<file path="config.mk">
export PLATFORM = sky130hd
export DESIGN_NAME = pc_fetch_unit_flat
export DESIGN_NICKNAME = d
export VERILOG_FILES = /design/src/rtl/pc_fetch_unit_if.sv /design/src/rtl/pc_fetch_unit.sv /design/src/flat_wrapper.sv
export SDC_FILE = /design/constraint.sdc
export NUM_CORES = 1
export LEC_CHECK = 0
export ABC_AREA = 1
export CAP_MARGIN = 30
export CORE_ASPECT_RATIO = 1.4
export CORE_MARGIN = 2
export CORE_UTILIZATION = 45
export DETAILED_ROUTE_END_ITERATION = 16
export PLACE_DENSITY = 0.89
export SLEW_MARGIN = 20
export SYNTH_ARGS = -nofsm -noshare
export SYNTH_HDL_FRONTEND = slang
export SYNTH_SLANG_ARGS = --single-unit
export TNS_END_PERCENT = 5
</file>
<file path="constraint.sdc">
create_clock -name clk -period 3 [get_ports clk]
set_input_delay 0.3 -clock clk [delete_from_list [all_inputs] [get_ports clk]]
set_output_delay 0.3 -clock clk [all_outputs]
set_load 0.1 [all_outputs]
</file>
<file path="src/rtl/pc_fetch_unit_if.sv">
// Fetch-stage bus: instruction-memory port, decode port and redirect input.
// Carries fetch_misaligned only when MISALIGN_TRAP_EN is defined.
interface pc_fetch_unit_if #(
  parameter int XLEN = 32
);
  logic            imem_req;
  logic [XLEN-1:0] imem_addr;
  logic            imem_ready;
  logic [XLEN-1:0] imem_rdata;
  logic            if_valid;
  logic [XLEN-1:0] if_pc;
  logic [XLEN-1:0] if_instr;
  logic            id_ready;
  logic            redirect_valid;
  logic [XLEN-1:0] redirect_target;
`ifdef MISALIGN_TRAP_EN
  logic            fetch_misaligned;
`endif

  modport master (
    input  imem_ready,
    input  imem_rdata,
    input  id_ready,
    input  redirect_valid,
    input  redirect_target,
    output imem_req,
    output imem_addr,
    output if_valid,
    output if_pc,
    output if_instr
`ifdef MISALIGN_TRAP_EN
    , output fetch_misaligned
`endif
  );

  modport slave (
    output imem_ready,
    output imem_rdata,
    output id_ready,
    output redirect_valid,
    output redirect_target,
    input  imem_req,
    input  imem_addr,
    input  if_valid,
    input  if_pc,
    input  if_instr
`ifdef MISALIGN_TRAP_EN
    , input fetch_misaligned
`endif
  );
endinterface

</file>
<file path="src/rtl/pc_fetch_unit.sv">
// PC register and instruction fetch stage (FETCH/VALID handshake FSM).
// Optional MISALIGN_TRAP_EN adds a sticky TRAP state for misaligned redirects.
module pc_fetch_unit #(
  parameter int              XLEN     = 32,
  parameter logic [XLEN-1:0] RESET_PC = '0,
  parameter int              PC_STEP  = 4
) (
  input logic            clk,
  input logic            rst,
  pc_fetch_unit_if.master bus
);

`ifdef MISALIGN_TRAP_EN
  typedef enum logic [1:0] {
    S_FETCH = 2'd0,
    S_VALID = 2'd1,
    S_TRAP  = 2'd2
  } state_t;
`else
  typedef enum logic [1:0] {
    S_FETCH = 2'd0,
    S_VALID = 2'd1
  } state_t;
`endif

  state_t          r_state;
  state_t          w_state_nxt;
  logic [XLEN-1:0] r_pc;
  logic [XLEN-1:0] w_pc_nxt;
  logic [XLEN-1:0] r_if_pc;
  logic [XLEN-1:0] r_if_instr;
  logic            w_cap;
  logic            w_redir;
  logic [XLEN-1:0] w_tgt;

`ifdef MISALIGN_TRAP_EN
  logic r_mis;
  logic w_mis_set;
  logic w_mis;

  assign w_redir = bus.redirect_valid && (r_state != S_TRAP);
  assign w_tgt   = bus.redirect_target;
  assign w_mis   = |bus.redirect_target[1:0];
  assign bus.fetch_misaligned = r_mis;
`else
  assign w_redir = bus.redirect_valid;
  // Low bits dropped so the PC stays word aligned
  assign w_tgt   = bus.redirect_target & ~XLEN'(3);
`endif

  always_comb begin
    w_state_nxt = r_state;
    w_pc_nxt    = r_pc;
    w_cap       = 1'b0;
`ifdef MISALIGN_TRAP_EN
    w_mis_set   = 1'b0;
`endif
    if (w_redir) begin
      w_pc_nxt    = w_tgt;
      w_state_nxt = S_FETCH;
`ifdef MISALIGN_TRAP_EN
      if (w_mis) begin
        w_state_nxt = S_TRAP;
        w_mis_set   = 1'b1;
      end
`endif
    end else begin
      unique case (r_state)
        S_FETCH: begin
          if (bus.imem_ready) begin
            w_cap       = 1'b1;
            w_pc_nxt    = r_pc + XLEN'(PC_STEP);
            w_state_nxt = S_VALID;
          end
        end
        S_VALID: begin
          if (bus.id_ready) begin
            w_state_nxt = S_FETCH;
          end
        end
        default: begin
        end
      endcase
    end
  end

  always_ff @(posedge clk or posedge rst) begin
    if (rst) begin
      r_state    <= S_FETCH;
      r_pc       <= RESET_PC;
      r_if_pc    <= '0;
      r_if_instr <= '0;
`ifdef MISALIGN_TRAP_EN
      r_mis      <= 1'b0;
`endif
    end else begin
      r_state <= w_state_nxt;
      r_pc    <= w_pc_nxt;
      if (w_cap) begin
        r_if_pc    <= r_pc;
        r_if_instr <= bus.imem_rdata;
      end
`ifdef MISALIGN_TRAP_EN
      if (w_mis_set) begin
        r_mis <= 1'b1;
      end
`endif
    end
  end

  assign bus.imem_req  = (r_state == S_FETCH);
  assign bus.imem_addr = r_pc;
  assign bus.if_valid  = (r_state == S_VALID);
  assign bus.if_pc     = r_if_pc;
  assign bus.if_instr  = r_if_instr;

endmodule

</file>
<file path="src/flat_wrapper.sv">
// flat-port wrapper written by rule: the top's interface ports become plain ports
module pc_fetch_unit_flat 
#(
  parameter int              XLEN     = 32,
  parameter logic [XLEN-1:0] RESET_PC = '0,
  parameter int              PC_STEP  = 4
)
  (clk, rst, bus_imem_ready, bus_imem_rdata, bus_id_ready, bus_redirect_valid, bus_redirect_target, bus_imem_req, bus_imem_addr, bus_if_valid, bus_if_pc, bus_if_instr);
  pc_fetch_unit_if #(.XLEN(XLEN)) bus_i ();
  input logic clk;
  input logic rst;
  input wire logic [$bits(bus_i.imem_ready)-1:0] bus_imem_ready;
  input wire logic [$bits(bus_i.imem_rdata)-1:0] bus_imem_rdata;
  input wire logic [$bits(bus_i.id_ready)-1:0] bus_id_ready;
  input wire logic [$bits(bus_i.redirect_valid)-1:0] bus_redirect_valid;
  input wire logic [$bits(bus_i.redirect_target)-1:0] bus_redirect_target;
  output wire logic [$bits(bus_i.imem_req)-1:0] bus_imem_req;
  output wire logic [$bits(bus_i.imem_addr)-1:0] bus_imem_addr;
  output wire logic [$bits(bus_i.if_valid)-1:0] bus_if_valid;
  output wire logic [$bits(bus_i.if_pc)-1:0] bus_if_pc;
  output wire logic [$bits(bus_i.if_instr)-1:0] bus_if_instr;
  assign bus_i.imem_ready = bus_imem_ready;
  assign bus_i.imem_rdata = bus_imem_rdata;
  assign bus_i.id_ready = bus_id_ready;
  assign bus_i.redirect_valid = bus_redirect_valid;
  assign bus_i.redirect_target = bus_redirect_target;
  assign bus_imem_req = bus_i.imem_req;
  assign bus_imem_addr = bus_i.imem_addr;
  assign bus_if_valid = bus_i.if_valid;
  assign bus_if_pc = bus_i.if_pc;
  assign bus_if_instr = bus_i.if_instr;
  pc_fetch_unit #(.XLEN(XLEN), .RESET_PC(RESET_PC), .PC_STEP(PC_STEP)) u_core (.clk(clk), .rst(rst), .bus(bus_i));
endmodule
</file>
## Word-level counts from Yosys, hierarchy flattened

Cells that the tools add are included.

- Flip-flop bits (word level): 98
- Input port bits: 69
- Output and inout bits: 98
- Logic and storage cells: 24

- $add $sub $neg: 1
- Eq/ne operators: 3
- Muxes and demuxes: 10
- Reduce and logical (&&, ||, !) cells: 6

Operator list:

| operator | count |
|---|---|
| 32-bit 2-to-1 mux | 3 |
| 32-bit by 3-bit adder with 32-bit output (second input constant) | 1 |
| 2-bit 2-to-1 mux | 3 |
| 3-bit inequality test (second input constant) | 2 |
| 2-bit one-hot mux with 2 select lines | 1 |
| 2-bit nonzero test | 2 |
| 1-bit 2-to-1 mux | 3 |
| 3-bit AND reduction | 1 |
| 3-bit nonzero test | 1 |
| 2-bit by 1-bit equality test with 1-bit output (second input constant) | 1 |
| 2-bit zero test | 1 |
| 2-bit AND reduction | 1 |

## Depth between registers and ports, before layout

- Depth after elaboration: 4
- Depth in mapped cells: 10
- Depth with buffers taken out: 10

## Worst setup path after synthesis

OpenSTA, ideal clock, no wires.

- Kind: reg2reg
- From: reg u_core.r_state[0]
- To: reg u_core.r_pc[29] (netlist: u_core.bus.imem_addr[29])
- Arrival: 2275 ps
- Data required time: 2880 ps
- Slack: 605 ps
- Cell stages (with the launch flop): 10
- Period minus slack after synthesis: 2395 ps
- Path through: dfrtp_1 inv_2 nand2_2 inv_2 buf_4 nor2_4 buf_2 nor2_1 nand2_1 nand2_1

- Longest elaborated chain between the ends: 3

Ends and longest elaborated chain:

| element | line | text |
|---|---|---|
| start, declared | pc_fetch_unit.sv:26 | `state_t r_state;` |
| start signal, assigned | pc_fetch_unit.sv:97 | `r_state <= w_state_nxt;` |
| 2-bit zero test | -- |  |
| net bus_imem_req | flat_wrapper.sv:17 | `output wire logic [$bits(bus_i.imem_req)-1:0] bus_imem_req;` |
| 2-bit nonzero test (no line) | -- |  |
| 2-bit AND reduction (no line) | -- |  |
| end signal, assigned | pc_fetch_unit.sv:98 | `r_pc <= w_pc_nxt;` |
| end, declared | pc_fetch_unit.sv:28 | `logic [XLEN-1:0] r_pc;` |

The timed path passes the listed nets, and every way through them passes these cells.
A chain may end at the register's enable or synchronous reset.

## Worst setup path in the final report

- From: reg u_core.r_if_instr[15] (netlist: u_core.bus.if_instr[15])
- To: out bus_if_instr[15]

RTL lines:

| element | line | text |
|---|---|---|
| start, declared | pc_fetch_unit.sv:31 | `logic [XLEN-1:0] r_if_instr;` |
| start signal, assigned | pc_fetch_unit.sv:101 | `r_if_instr <= bus.imem_rdata;` |
| end, declared | flat_wrapper.sv:21 | `output wire logic [$bits(bus_i.if_instr)-1:0] bus_if_instr;` |

No word-level cell between the ends.

==> results.md <==
* DR DRC count at 0
* Worst Path Max Fanout at 2
* R2r endpoint: u_core.bus.imem_addr[17]
* Worst R2R Start: u_core.r_state[0]
* Drt first pass iters at 5
* GRT Total Usage at 0.251
* Worst-Skew Late Latency at 0.35 ns
* Post-synthesis sequential area ratio at 0.505
* Drt wl/cell at around 15 um
* CP Buf/Inv Count at 1
* CTS tree: built
* FF+latch count, synth at 93
* Critical-path cell list: clkdlybuf4s50_1
* Setup TNS at 0 ns
* Total gr overflow at 0
* Run status: finished clean
* Yosys cell types at 34
* Endpoints failing setup at 0
* Req. time, crit path at 2.70 ns
* IO Count at 167
* Rel. slew slack at 0.325
* # nets final at 847
* Synthesized instance count at about 620
* Initial Utilization at 0.463
* Period utilization at 0.726
* Worst-Margin Slew at roughly 1 ns
* First-pass GRT wire length at 21.2 mm
* GPL Wtd Cong at 0.914
* Hold_buf cts at 0
* Post-CTS Setup Bufs at 0
* Htree depth at 3
* Fmax at 459 MHz
* Die height at 124 um
* CTS Sinks at between 90 and 100
* Final hold vios at 0
* Detailed Route WL at around 14 mm
* Peak supply drop at between 300 and 400 uV
* Fin crit period at roughly 2.2 ns
* DR vias at 4,679
* Hold Path Class: in -> async
* Pwr per Cell Area at 861 mW/mm2
* Max Cap Viol at 0
* CP Launch Type: flip-flop
* EDFF count, synth at 0
* Most numerous cell in the Yosys netlist: nand2_1
* Final ANT Viol Nets at 0
* Standard-cell rows at 43
* Cell taking the most area after synthesis: dfrtp_1
* Tot Pwr at between 0.005 and 0.006 W
* Synth area leaders: dfrtp_1 (51%), nand2_1 (22%), nor2_1 (5.9%), o21ai_0 (3.8%), nand3_1 (3.7%)
* Cells after DPL at about 900
* HPWL Detailed at roughly 10 mm
* Port Buf Inserts at 160
* CTS resizes at 0
* Critical path origin: u_core.bus.if_instr[15]
* Largest net degree at the start of global routing at 54
* Register-to-Register Setup Slack at between 1 and 1.5 ns
* DIE AREA at approximately 0.011 mm2
* Syn avg cell area at ~7.4 um2
* Non-filler cells, final at between 900 and 1,000
* FF-to-FF path depth at 9
* Die Wd at between 80 and 90 um
* Worst path max stage delay at between 1 and 1.5 ns
* Critical path class: reg -> out
* CP arrival at about 1.9 ns
* Synth top cells by count: nand2_1 (269), dfrtp_1 (93), nor2_1 (73)
* CP Capture Type: primary output
* Layout cells sized above 1 at 0.136
* Clk_skew at between 0.006 and 0.007 ns
* Final core utilization at 0.655
* Clock-pin slew on the worst setup and hold paths at approximately 0.06 ns
* Worst-case clock buffer depth at 2
* DRT iter0 DRCs at approximately 350
* Cts bufs inserted at 9
* Vias per inst at a little over 5
* Final max-slew violation count at 0
* Layout area overhead at 41.6%
* Fraction of registers with async set/reset at 1.00
* Top FF cell, synth: dfrtp_1
* Root buf cell: clkbuf_16
* Post-Syn Area at roughly 0.0046 mm2
* Vias in the first global route at 4,623
* Leakage at ~3.2 nW
* Core ar. at between 0.009 and 0.01 mm2
* Yosys warning count at 0
* RSZ-0062 raised after global routing: no
* Initial antenna violation count at 1
* Family with the most delay on the worst path: buffers and inverters
* Synth top area share at 0.505
* Critical Path Slowest Stage Cell: clkdlybuf4s50_1
[cell families after synthesis]
| logic type | share of synthesized area |
|---|---|
| AO/OA/AOI/OAI | 0.0739 |
| flip-flops | 0.505 |
| buffers and inverters | 0.0646 |
| adder cells (fa/ha/maj) | 0.00272 |
| other | 0.000814 |
| XOR/XNOR | 0.00190 |
| AND/OR/NAND/NOR | 0.351 |
[per-stage QoR]
stage	hold WS, ns	instance area [um2]	worst slack, ns
6_report	0.378	6520	0.822
2_1_floorplan	0.398	4620	0.280
5_1_grt	0.431	6520	0.803
3_5_place_dp	0.465	6170	0.878
4_1_cts	0.411	6520	0.815
3_3_place_gp	0.461	6170	0.884
[per-layer routing]
metal | up-vias | part of all wire | GRT usage
met1 | 2203 | 0.38 | 0.273
met3 | 42 | 0.057 | 0.0577
li1 | 2244 | - | -
met4 | 0 | 0.051 | 0.138
met2 | 190 | 0.52 | 0.443
met5 | - | 0 | 0
[sequential cells by signal, summed over array words and instances, names as in the netlist]
name	flops
u_core.bus.if_instr	32
u_core.bus.imem_addr	30
u_core.bus.if_pc	30
u_core.r_state	1
[area by class of cell]
type                    instances  area, um2
clock inverters                 5        125
repair buffers                169       1520
diodes                          1       2.50
inverters                      43        164
clock buffers                   9        225
flip-flops and latches         93       2330
well taps                     135        169
fillers                       831       3430
multi-input cells             461       1990
[cells in the final DEF (no fill, tap or decap), types with 4 or more instances in the layout]
cell type and count:
dfrtp_1 93, bufinv_16 4, a21oi_1 8, nand2_1 269
o21ai_0 35, nor2_1 73, nand2_2 4, conb_1 4
buf_4 70, inv_1 39, nand3_1 34, nor2_4 7
clkbuf_16 9, clkdlybuf4s50_1 99
[worst max-delay path by stage]
stage                                to  slack (ns)  cells after the start
2_1_floorplan    u_core.bus.if_instr[0]        0.28                      1
3_5_place_dp   u_core.bus.imem_addr[17]        0.88                      9
3_3_place_gp   u_core.bus.imem_addr[17]        0.88                      9
6_report               bus_if_instr[15]        0.82                      1
4_1_cts                bus_if_instr[15]        0.81                      1
5_1_grt                bus_if_instr[15]        0.80                      1
[power breakdown]
part | internal (W) | switching, W | total, W
sequential | 0.00147 | 0.000182 | 0.00165
combinational | 0.000531 | 0.00208 | 0.00261
clock | 0.000887 | 0.000465 | 0.00135
Power figures use the tool's default switching activity.
